**src/rtl/mux_pkg.sv**
```systemverilog
// rtl/mux_pkg.sv - shared constants and types for the N-by-W registered mux
package mux_pkg;

    localparam int W_DEF = 32;
    localparam int N_DEF = 4;
    localparam int CNT_W = 16;

    localparam logic MODE_DIRECT = 1'b0;
    localparam logic MODE_RR     = 1'b1;

    typedef enum logic {
        ST_EMPTY = 1'b0,
        ST_FULL  = 1'b1
    } state_t;

endpackage

```
**src/rtl/mux_nxw_reg_if.sv**
```systemverilog
// rtl/mux_nxw_reg_if.sv - channel inputs, output beat and select controls of mux_nxw_reg
interface mux_nxw_reg_if
    import mux_pkg::*;
#(
    parameter int W = W_DEF,
    parameter int N = N_DEF
);
    localparam int SW = (N > 1) ? $clog2(N) : 1;

    logic              mode;
    logic [SW-1:0]     sel;
    logic [N*W-1:0]    in_data;
    logic [N-1:0]      in_valid;
    logic [N-1:0]      in_ready;
    logic [W-1:0]      out_data;
    logic              out_valid;
    logic              out_ready;
    logic [SW-1:0]     out_ch;

    modport master (
        output mode, sel, in_data, in_valid, out_ready,
        input  in_ready, out_data, out_valid, out_ch
    );

    modport slave (
        input  mode, sel, in_data, in_valid, out_ready,
        output in_ready, out_data, out_valid, out_ch
    );
endinterface

```
**src/rtl/rr_grant.sv**
```systemverilog
// rtl/rr_grant.sv - round-robin picker: first valid channel at or after ptr, wrapping mod N
module rr_grant #(
    parameter int N  = 4,
    parameter int SW = (N > 1) ? $clog2(N) : 1
) (
    input  logic [N-1:0]  valid,
    input  logic [SW-1:0] ptr,
    output logic [SW-1:0] gnt,
    output logic          gnt_vld
);
    logic [2*N-1:0] rot;
    logic [SW:0]    sum;

    // Rotate so bit 0 is the ptr channel; descending scan lets the lowest offset win.
    always_comb begin
        rot     = {valid, valid} >> ptr;
        gnt     = '0;
        gnt_vld = 1'b0;
        sum     = '0;
        for (int i = N - 1; i >= 0; i--) begin
            if (rot[i]) begin
                sum = {1'b0, ptr} + (SW+1)'(i);
                if (sum >= (SW+1)'(N)) begin
                    sum = sum - (SW+1)'(N);
                end
                gnt     = sum[SW-1:0];
                gnt_vld = 1'b1;
            end
        end
    end
endmodule

```
**src/rtl/mux_nxw_reg.sv**
```systemverilog
// rtl/mux_nxw_reg.sv - N-channel W-bit mux with direct/round-robin grant and one-entry output register
// Optional per-channel accept counters when MUX_NXW_REG_CNT_EN is defined.
module mux_nxw_reg
    import mux_pkg::*;
#(
    parameter int W = W_DEF,
    parameter int N = N_DEF
) (
    input  logic                 clk,
    input  logic                 rst,
    mux_nxw_reg_if.slave         bus
`ifdef MUX_NXW_REG_CNT_EN
    ,
    output logic [N*CNT_W-1:0]   grant_cnt
`endif
);
    localparam int SW = (N > 1) ? $clog2(N) : 1;

    state_t        state_q, state_d;
    logic [SW-1:0] ptr;
    logic [SW-1:0] rr_gnt, gnt;
    logic          rr_vld, dir_vld, gnt_vld;
    logic [N-1:0]  vld_sh;
    logic          open_reg, accept;
    logic [W-1:0]  gnt_data;
    logic [W-1:0]  data_q;
    logic [SW-1:0] ch_q;

    rr_grant #(.N(N), .SW(SW)) u_rr_grant (
        .valid   (bus.in_valid),
        .ptr     (ptr),
        .gnt     (rr_gnt),
        .gnt_vld (rr_vld)
    );

    // sel may exceed N-1 when N is not a power of two; such indices never grant.
    assign vld_sh  = bus.in_valid >> bus.sel;
    assign dir_vld = ({1'b0, bus.sel} < (SW+1)'(N)) && vld_sh[0];

    assign gnt      = (bus.mode == MODE_RR) ? rr_gnt : bus.sel;
    assign gnt_vld  = (bus.mode == MODE_RR) ? rr_vld : dir_vld;
    assign open_reg = (state_q == ST_EMPTY) || bus.out_ready;
    assign accept   = open_reg && gnt_vld && !rst;

    always_comb begin
        bus.in_ready = '0;
        gnt_data     = '0;
        for (int k = 0; k < N; k++) begin
            if (gnt == SW'(k)) begin
                bus.in_ready[k] = accept;
                gnt_data        = bus.in_data[k*W +: W];
            end
        end
    end

    always_comb begin
        state_d = state_q;
        if (accept) begin
            state_d = ST_FULL;
        end else if (state_q == ST_FULL && bus.out_ready) begin
            state_d = ST_EMPTY;
        end
    end

    always_ff @(posedge clk or posedge rst) begin
        if (rst) begin
            state_q <= ST_EMPTY;
            data_q  <= '0;
            ch_q    <= '0;
            ptr     <= '0;
        end else begin
            state_q <= state_d;
            if (accept) begin
                data_q <= gnt_data;
                ch_q   <= gnt;
                if (bus.mode == MODE_RR) begin
                    ptr <= (gnt == SW'(N - 1)) ? '0 : gnt + SW'(1);
                end
            end
        end
    end

    assign bus.out_valid = (state_q == ST_FULL);
    assign bus.out_data  = data_q;
    assign bus.out_ch    = ch_q;

`ifdef MUX_NXW_REG_CNT_EN
    logic [CNT_W-1:0] cnt [N];

    always_ff @(posedge clk or posedge rst) begin
        if (rst) begin
            for (int k = 0; k < N; k++) begin
                cnt[k] <= '0;
            end
        end else begin
            for (int k = 0; k < N; k++) begin
                if (accept && gnt == SW'(k) && cnt[k] != '1) begin
                    cnt[k] <= cnt[k] + CNT_W'(1);
                end
            end
        end
    end

    always_comb begin
        grant_cnt = '0;
        for (int k = 0; k < N; k++) begin
            grant_cnt[k*CNT_W +: CNT_W] = cnt[k];
        end
    end
`endif
endmodule

```
**src/flat_wrapper.sv**
```systemverilog
// flat-port wrapper written by rule: the top's interface ports become plain ports
module mux_nxw_reg_flat import mux_pkg::*;
#(
    parameter int W = W_DEF,
    parameter int N = N_DEF
)
  (clk, rst, bus_mode, bus_sel, bus_in_data, bus_in_valid, bus_out_ready, bus_in_ready, bus_out_data, bus_out_valid, bus_out_ch);
  mux_nxw_reg_if #(.W(W), .N(N)) bus_i ();
  input  logic clk;
  input  logic rst;
  input wire logic [$bits(bus_i.mode)-1:0] bus_mode;
  input wire logic [$bits(bus_i.sel)-1:0] bus_sel;
  input wire logic [$bits(bus_i.in_data)-1:0] bus_in_data;
  input wire logic [$bits(bus_i.in_valid)-1:0] bus_in_valid;
  input wire logic [$bits(bus_i.out_ready)-1:0] bus_out_ready;
  output wire logic [$bits(bus_i.in_ready)-1:0] bus_in_ready;
  output wire logic [$bits(bus_i.out_data)-1:0] bus_out_data;
  output wire logic [$bits(bus_i.out_valid)-1:0] bus_out_valid;
  output wire logic [$bits(bus_i.out_ch)-1:0] bus_out_ch;
  assign bus_i.mode = bus_mode;
  assign bus_i.sel = bus_sel;
  assign bus_i.in_data = bus_in_data;
  assign bus_i.in_valid = bus_in_valid;
  assign bus_i.out_ready = bus_out_ready;
  assign bus_in_ready = bus_i.in_ready;
  assign bus_out_data = bus_i.out_data;
  assign bus_out_valid = bus_i.out_valid;
  assign bus_out_ch = bus_i.out_ch;
  mux_nxw_reg #(.W(W), .N(N)) u_core (.clk(clk), .rst(rst), .bus(bus_i));
endmodule
```
**config.mk**
```make
export PLATFORM = sky130hd
export DESIGN_NAME = mux_nxw_reg_flat
export DESIGN_NICKNAME = d
export VERILOG_FILES = /design/src/rtl/mux_pkg.sv /design/src/rtl/mux_nxw_reg_if.sv /design/src/rtl/rr_grant.sv /design/src/rtl/mux_nxw_reg.sv /design/src/flat_wrapper.sv
export SDC_FILE = /design/constraint.sdc
export NUM_CORES = 1
export LEC_CHECK = 0
export ABC_AREA = 1
export BUFFER_PORTS_ARGS = -buffer_cell sky130_fd_sc_hd__buf_2
export CAP_MARGIN = 20
export CORE_ASPECT_RATIO = 1.75
export CORE_UTILIZATION = 48
export DETAILED_ROUTE_END_ITERATION = 16
export PLACE_DENSITY_LB_ADDON = 0.1
export SLEW_MARGIN = 20
export SYNTH_ARGS = -nofsm -noshare
export SYNTH_HDL_FRONTEND = slang
export SYNTH_HIERARCHICAL = 1
export SYNTH_SLANG_ARGS = --single-unit
```
**constraint.sdc**
```tcl
create_clock -name clk -period 3.8 [get_ports clk]
set_input_delay 0.57 -clock clk [delete_from_list [all_inputs] [get_ports clk]]
set_output_delay 0.57 -clock clk [all_outputs]
set_load 0.01 [all_outputs]
```
==> metrics list, run 1 <==
- Number of diodes added for antenna fixing: 0
- Startpoint type of the worst setup path: flip-flop
- After clock tree synthesis, the clock-pin slew on the worst setup and hold paths is 70 ps.
* Leakage dissipation: roughly 2.5 nW
- A synthesized cell averages 5.81 sq um.
- Cell taking the most area after synthesis: sky130_fd_sc_hd__dfrtp_1
- By area the synthesized netlist is led by sky130_fd_sc_hd__dfrtp_1 30%, sky130_fd_sc_hd__nand2_1 28%, sky130_fd_sc_hd__nand3_1 12%, sky130_fd_sc_hd__nor2_1 8.7%, sky130_fd_sc_hd__a21oi_1 5.4%.
- Final Critical Period: 3260 ps
- Ys flop type: sky130_fd_sc_hd__dfrtp_1
- The post-route netlist has between 30 and 40% of its cells at a drive strength greater than 1.
* Most frequently used cell type in the post-synthesis netlist: sky130_fd_sc_hd__nand2_1
* Worst path slowest cell: sky130_fd_sc_hd__dfrtp_1
- Seq cells post-synth: 37
* Maximum fanout along the worst path: 15
- The floorplan has 38 rows.
- Worst slew margin relative to its limit: between 60% and 70%
- Summed over all nets, the half-perimeter wirelength after detailed placement is just under 7 mm.
- Timing analysis after detailed placement gives a worst setup slack of between 700 and 800 ps.
- The area growth from synthesis to layout is 33.1%.
- Final-report setup violation count: 0
* Yosys warns: 6
* Antenna Nets Post-Route: 0
- Final hold analysis gives a worst-case slack of around 440 ps.
- After detailed routing, the total wire length is between 9 and 10 mm.
* Htree depth: 2
- Maximum single-stage delay on the critical path: between 600 and 700 ps
- The number of global-route vias before repair is 3582.
- The floorplan step set the die height to 107 um.
- The final-report hold violation count was 0.
* Number of max-slew violations in the final report: 0
- Buffers inserted during clock tree synthesis total 5.
- Number of flops mapped to enable cells by yosys: 0
- Count of different cell masters after synthesis: 24
- Setup clock skew after layout: around 6.7 ps
* Die outline area: about 6700 sq um
* Chip Width: 62.3 um
- In the global route stage, overall resource usage came out at 28.7%.
* Area of placed instances: 3950 sq um
- Final Cycle Share: about 86%
- Largest net degree at the start of global routing: 38
- Critical Path, Cell by Cell: nand2_1 -> nand3_1 -> nand2_1 -> nor2_1 -> nand3_1 -> nand2_1 -> nand2_1 -> o21ai_0 -> inv_1 -> ha_1 -> inv_1 -> buf_4 -> nor2_1 -> buf_2
- The critical path is of the reg -> out type.
- In this run, post-CTS hold repair placed 0 buffers.
* Cell count after synthesis: between 500 and 600
* Routed len/inst: 12.4 um
- Count of max-cap constraint violations: 0
- Post-route setup slack: ~540 ps
* Post-synthesis sequential area ratio: between 30 and 40%
* RSZ-0062 raised after global routing: false
* GP Congestion: about 0.9
- CP endpoint kind: primary output
- Most numerous cell on the critical path: sky130_fd_sc_hd__nand2_1
* Achievable Freq: a little over 0.3 GHz
* Max IR drop VDD: about 0.00043 V
- Net count after synthesis: between 600 and 700
* Iteration-0 DRC count of the detailed router: between 200 and 250
- Worst Hold Class: in -> async
- Critical path data required time: roughly 3200 ps
- Share of flip-flops with an asynchronous set or reset: between 90% and 100%
- For this run, the detailed router's first-pass iteration total came to 4.
* IO Pins: roughly 180
* Maximum root-to-sink buffer count: 2
* Clock root cell: sky130_fd_sc_hd__clkbuf_8
- In this run the post-CTS setup repair buffer count came out at 0.
- For the pin with the worst max-slew slack, the measured transition is just under 500 ps.
* Power density over the cells: between 700 and 800 nW/um^2
- Number of antenna violations at the first check in global routing: 0
- Final Cell Area: 4060 sq um
- During placement, the flow inserted port buffers numbering between 150 and 200.
- The run finished with clean final reports.
- The first global-routing pass estimated 15.5 mm of wire.
- For the worst setup path, the data arrival time is about 2700 ps.
* Netlist Area Pre-Place: about 3100 sq um
- Sum Neg Setup Slack: 0 ps
* TritonCTS clock tree: done
- Number of DRC violations after detailed routing: 0
- Congestion Overflow GR: 0
- Leading cell types by count after synthesis: 225 x sky130_fd_sc_hd__nand2_1, 76 x sky130_fd_sc_hd__nand3_1, 71 x sky130_fd_sc_hd__nor2_1, 37 x sky130_fd_sc_hd__dfrtp_1, 33 x sky130_fd_sc_hd__a21oi_1
- The detailed router placed just under 4000 vias in this run.
* Initial standard-cell utilization of the core: 49.4%
- Via density per instance: 5.04
* Final-stage net count: just over 800
- Post-CTS sizing: 0
- Clock network latency to the later pin of the worst-skew pair: roughly 280 ps
* Number of clock sinks: 37
- In this run the register-to-register setup slack is around 940 ps.
- Core footprint: between 6000 and 7000 sq um
- Area share of the largest cell type after synthesis: just over 30%
## power breakdown
| part | internal [mW] | total, mW | leakage (nW) | switching [mW] |
|---|---|---|---|---|
| clock | 0.214 | 0.344 | 0.0585 | 0.130 |
| combinational | 0.675 | 1.82 | 1.97 | 1.15 |
| sequential | 0.564 | 0.680 | 0.467 | 0.116 |
## placed cells by master, fill, tap and decap left out
master,synthesis,routed
sky130_fd_sc_hd__nand3b_1,1,1
sky130_fd_sc_hd__xnor2_1,1,1
sky130_fd_sc_hd__nor2_1,71,71
sky130_fd_sc_hd__buf_4,1,12
sky130_fd_sc_hd__clkbuf_8,0,6
sky130_fd_sc_hd__buf_2,20,176
sky130_fd_sc_hd__or2_2,1,1
sky130_fd_sc_hd__inv_6,1,1
sky130_fd_sc_hd__nand2_4,2,2
sky130_fd_sc_hd__bufinv_16,0,1
sky130_fd_sc_hd__dfrtp_1,37,37
sky130_fd_sc_hd__nor2_4,1,1
sky130_fd_sc_hd__nand3_2,2,2
sky130_fd_sc_hd__o21ai_1,2,2
sky130_fd_sc_hd__nand2_1,225,225
sky130_fd_sc_hd__inv_1,20,19
sky130_fd_sc_hd__ha_2,0,1
sky130_fd_sc_hd__ha_1,4,3
sky130_fd_sc_hd__clkinv_1,0,1
sky130_fd_sc_hd__nand2_2,6,6
sky130_fd_sc_hd__o21ai_0,3,3
sky130_fd_sc_hd__nand3_1,76,76
sky130_fd_sc_hd__a21oi_1,33,33
sky130_fd_sc_hd__clkbuf_1,13,1
sky130_fd_sc_hd__inv_2,1,1
sky130_fd_sc_hd__nor2_2,1,1
sky130_fd_sc_hd__o21a_1,1,1
## worst max-delay path, delay by kind of cell (launching register included)
family / cells / cell delay [ps]
simple gates: 8 / 790
fa+ha+maj: 1 / 240
flops: 1 / 610
compound gates: 1 / 190
buf+inv: 4 / 570
## state kept, by name, summed over array words and instances (netlist names)
name                  flops
u_core/bus.out_data      32
u_core/bus.out_valid      1
u_core/ptr                2
u_core/bus.out_ch         2
## cell families (layout without fill, tap and decap cells)
kind of cell | Yosys count | after routing | synth area share (%)
adder cells (fa/ha/maj) | 4 | 4 | 1.64
AO/OA/AOI/OAI | 39 | 39 | 6.48
AND/OR/NAND/NOR | 386 | 386 | 52.5
XOR/XNOR | 1 | 1 | 0.287
flip-flops | 37 | 37 | 30.3
buffers and inverters | 58 | 218 | 8.73
## layer usage
layer	vias to the layer above	GRT usage, %	share of wire, %
met4	0	12.0	3.0
met2	136	53.1	52
li1	1956	-	-
met3	24	4.66	5.5
met1	1741	32.3	40
met5	-	0	0
## final timing paths
check                                         from                      end  cells past startpoint
hold reg to reg            u_core/bus.out_data[19]  u_core/bus.out_data[19]                      2
max in group asynchronous                      rst  u_core/bus.out_data[20]                      3
hold / removal                                 rst     u_core/bus.out_ch[1]                      3
min in group clk           u_core/bus.out_data[19]  u_core/bus.out_data[19]                      2
setup / recovery                     u_core/ptr[0]          bus_in_ready[2]                     14
setup reg to reg                     u_core/ptr[0]   u_core/bus.out_data[8]                     20
## through the flow
| step | cells | utilization [%] | total power, mW |
|---|---|---|---|
| after floorplan | 525 | - | 1.99 |
| after global placement | 757 | 63.8 | 2.46 |
| after detailed placement | 757 | 63.8 | 2.50 |
| after CTS | 765 | 65.7 | 2.85 |
| after global routing | 765 | 65.7 | 3.15 |
| final | 765 | 65.7 | 2.85 |
## layout make-up
class / instances / area, sq um
timing repair buffer: 188 / 971
tap: 80 / 100
inverter: 22 / 87.6
fill: 628 / 2120
clock buffer: 7 / 86.3
clock inverter: 1 / 30.0
multi-input combinational: 430 / 1860
sequential: 37 / 926
(Power assumes the default switching activity.)
==> run 2: changes to the inputs <==
==> constraint.sdc (replaced) <==
create_clock -name clk -period 3.8 [get_ports clk]
set_input_delay 0.57 -clock clk [delete_from_list [all_inputs] [get_ports clk]]
set_output_delay 0.57 -clock clk [all_outputs]
set_load 0.1 [all_outputs]
==> metrics list, run 2 (synthesis results as in run 1) <==
- Status: complete, no violations (unchanged).
- The switching power is 2.56 mW (was 1.39 mW).
- The worst-case reg-to-reg path depth was 19 (was 20).
- Part of the power in combinational logic: 76.2% (was 64.0%)
* Clock network latency to the later pin of the worst-skew pair: 280 ps (about the same)
- Post-CTS Hold Fix Bufs: 0 (unchanged)
- Number of flip-flops in the largest register: 32 (unchanged)
- The fmax was 0.298 GHz (was 0.307 GHz).
- Top library cells by usage in the layout, fill and taps aside: 225 x sky130_fd_sc_hd__nand2_1, 172 x sky130_fd_sc_hd__buf_2, 76 x sky130_fd_sc_hd__nand3_1, 70 x sky130_fd_sc_hd__nor2_1, 37 x sky130_fd_sc_hd__dfrtp_1 (was 225 x sky130_fd_sc_hd__nand2_1, 176 x sky130_fd_sc_hd__buf_2, 76 x sky130_fd_sc_hd__nand3_1, 71 x sky130_fd_sc_hd__nor2_1, 37 x sky130_fd_sc_hd__dfrtp_1).
- The switching share of power is 64.9% (was 49.0%).
- Cell Rows: 38 (unchanged)
- The total clock sinks is 37 (unchanged).
- Sum Neg Setup Slack: 0 ps (unchanged)
* Fraction of layout instances using a drive strength above 1: 30.6% (was 30.8%)
- The iteration-0 DRC count of the detailed router was 204 (was 202).
- Reg2Reg Setup Slack: 820 ps (was 940 ps)
- The per-cell via count in the routed design is 5.08 (was 5.04).
- The half-perimeter wire length after placement was 7.13 mm (was 6.93 mm).
* Layout overhead on the synthesized area: 33.8% (was 33.1%)
- Initial standard-cell utilization of the core: 49.4% (unchanged)
* Post-CTS sizing: 0 (unchanged)
- FILL cells: 627 (was 628)
- Crit path DAT: 2780 ps (was 2690 ps)
* Max IR drop VDD: 0.000885 V (was 0.000434 V)
- Kind of critical path: reg -> out (unchanged)
* Reg-to-reg startpoint: u_core/ptr[0] (unchanged)
* RSZ-0062 raised after global routing: false (unchanged)
- Min Hold Slack: 442 ps (was 443 ps)
- Maximum fanout along the worst path: 15 (unchanged)
- Number of max-slew violations in the final report: 0 (unchanged)
- Total iterations of the first detailed-routing run: 4 (unchanged)
- The via total after detailed routing is 3886 (was 3857).
- Critical Path, Cell by Cell: nand2_1 -> nand2_2 -> nand2_2 -> nand3_1 -> o21ai_0 -> nand2_1 -> nand2_1 -> or2_2 -> o21a_1 -> ha_1 -> inv_1 -> buf_4 -> nor2_1 -> buf_12 (was nand2_1 -> nand3_1 -> nand2_1 -> nor2_1 -> nand3_1 -> nand2_1 -> nand2_1 -> o21ai_0 -> inv_1 -> ha_1 -> inv_1 -> buf_4 -> nor2_1 -> buf_2)
- The post-layout net count was 825 (was 826).
- Most numerous cell on the critical path: sky130_fd_sc_hd__nand2_1 (unchanged)
- Worst-margin pin slew: 644 ps (was 489 ps)
- The vertical extent of the die is 107 um (unchanged).
- Layout Utilization: 66.1% (was 65.7%)
* Share of total power in the clock network: 6.7% (was 12.1%)
- The overall die area was 6690 sq um (unchanged).
- Antenna Nets Post-Route: 0 (unchanged)
* Power share of the sequential group: 17.2% (was 23.9%)
* Leakage dissipation: 2.48 nW (was 2.49 nW)
- Setup clock skew after layout: 2.71 ps (was 6.69 ps)
- Global-route wire length before repair: 16.0 mm (was 15.5 mm)
- The number of placed cells counting well taps was 756 (was 757).
- The setup violation total in the final timing report was 0 (unchanged).
- Clock root cell: sky130_fd_sc_hd__clkbuf_8 (unchanged)
* Most frequent standard cell in the layout excluding fill and tap cells: sky130_fd_sc_hd__nand2_1 (unchanged)
- The worst slew slack as a fraction of its limit is 57.0% (was 67.1%).
- Routed len/inst: 13.0 um (was 12.4 um)
- Core footprint: 6180 sq um (unchanged)
* Final Cycle Share: 88.2% (was 85.7%)
- Number of DRC violations after detailed routing: 0 (unchanged)
- Non-filler instance count after layout: 765 (unchanged)
- Critical path data required time: 3230 ps (about the same)
- TritonCTS clock tree: done (unchanged)
- The internal power component was 1.38 mW (was 1.45 mW).
- The routability-driven placement congestion ratio was 0.980 (was 0.898).
- The areal power density over the cells was 966 nW/um^2 (was 700 nW/um^2).
- The delay contributed by the slowest stage of the critical path was 600 ps (was 610 ps).
- The number of max-cap violations was 0 (unchanged).
- Chip Width: 62.3 um (unchanged)
- The remaining global-route overflow was 0 (unchanged).
- The number of buffer cells added on primary ports came to 176 (unchanged).
- Final Critical Period: 3350 ps (was 3260 ps)
- The worst min-delay path class is in -> async (unchanged).
* Worst path slowest cell: sky130_fd_sc_hd__dfrtp_1 (unchanged)
- Clock input transition at the sequential cells of the worst setup and hold paths: 70 ps (about the same)
* Number of antenna violations at the first check in global routing: 1 (was 0)
- The level count of the clock H-tree came to 2 (unchanged).
- Reg-to-reg endpoint: u_core/bus.out_data[31] (was u_core/bus.out_data[8])
- The all-layer global routing usage came to 29.8% (was 28.7%).
- TritonCTS Buffers: 5 (unchanged)
* Startpoint type of the worst setup path: flip-flop (unchanged)
- Detailed Route WL: 9.93 mm (was 9.51 mm)
- Final hold vios: 0 (unchanged)
- The number of ports placed on the die boundary came to 177 (unchanged).
* Number of global-route vias before repair: 3676 (was 3582)
- The maximum clock path buffer count was 2 (unchanged).
- Largest net degree at the start of global routing: 65 (was 38)
* CP endpoint kind: primary output (unchanged)
- Post-CTS Setup Repair Bufs: 0 (unchanged)
==> run 2: cell types whose count changed in the layout (fill, tap and decap cells not counted) <==
cell,previous run,this run
sky130_fd_sc_hd__clkbuf_8,6,5
sky130_fd_sc_hd__clkbuf_1,1,3
sky130_fd_sc_hd__nor2_1,71,70
sky130_fd_sc_hd__bufinv_16,1,0
sky130_fd_sc_hd__diode_2,0,1
sky130_fd_sc_hd__buf_12,0,4
sky130_fd_sc_hd__buf_2,176,172
sky130_fd_sc_hd__nor2_2,1,2
sky130_fd_sc_hd__buf_4,12,11
==> run 2: area by class of cell <==
| cell class | count | area, sq um | area share, % |
|---|---|---|---|
| Clock buffer | 8 | 80.1 | 1.96 |
| Antenna cell | 1 | 2.50 | 0.0613 |
| Sequential cell | 37 | 926 | 22.7 |
| Timing Repair Buffer | 187 | 1020 | 25.1 |
| Tap cell | 80 | 100 | 2.45 |
| Multi-Input combinational cell | 430 | 1860 | 45.6 |
| Inverter | 22 | 87.6 | 2.14 |
==> run 2: how the worst max path moves through the flow <==
stage	from	end	slack (ps)	cells after the start
after floorplan	bus_in_valid[0]	bus_in_ready[1]	-70	15
after global placement	bus_in_valid[3]	bus_in_ready[2]	820	16
after detailed placement	bus_in_valid[1]	bus_in_ready[2]	710	15
after CTS	u_core/ptr[0]	bus_in_ready[2]	460	14
after global routing	u_core/ptr[0]	bus_in_ready[2]	200	16
final	u_core/ptr[0]	bus_in_ready[2]	450	14
==> run 2: power by group through the flow <==
stage | clock (mW) | combinational, mW | sequential [mW]
2_1_floorplan | 0 | 1.30 | 1.82
3_3_place_gp | 0 | 2.96 | 0.677
3_5_place_dp | 0 | 3.00 | 0.681
4_1_cts | 0.269 | 3.00 | 0.677
5_1_grt | 0.285 | 3.27 | 0.696
6_report | 0.263 | 3.01 | 0.677
==> run 2: stage by stage <==
| step | area [sq um] | total power [mW] | worst slack, ps |
|---|---|---|---|
| 2_1_floorplan | 3050 | 3.12 | -70.0 |
| 3_3_place_gp | 4000 | 3.64 | 816 |
| 3_5_place_dp | 4000 | 3.68 | 715 |
| 4_1_cts | 4080 | 3.95 | 464 |
| 5_1_grt | 4080 | 4.25 | 201 |
| 6_report | 4080 | 3.95 | 447 |
==> run 2: worst max-delay path: cells and delay by family (launching register included) <==
kind                     cells  cell delay (ps)
AO/OA/AOI/OAI                2              250
adder cells (fa/ha/maj)      1              200
buffers and inverters        3              450
flip-flops                   1              600
AND/OR/NAND/NOR              8             1000
==> run 2: layer usage <==
metal / share of wire, % / track usage, %
met5: 0 / 0
met4: 4.0 / 15.3
met3: 6.0 / 4.87
met2: 51 / 55.2
met1: 39 / 32.2
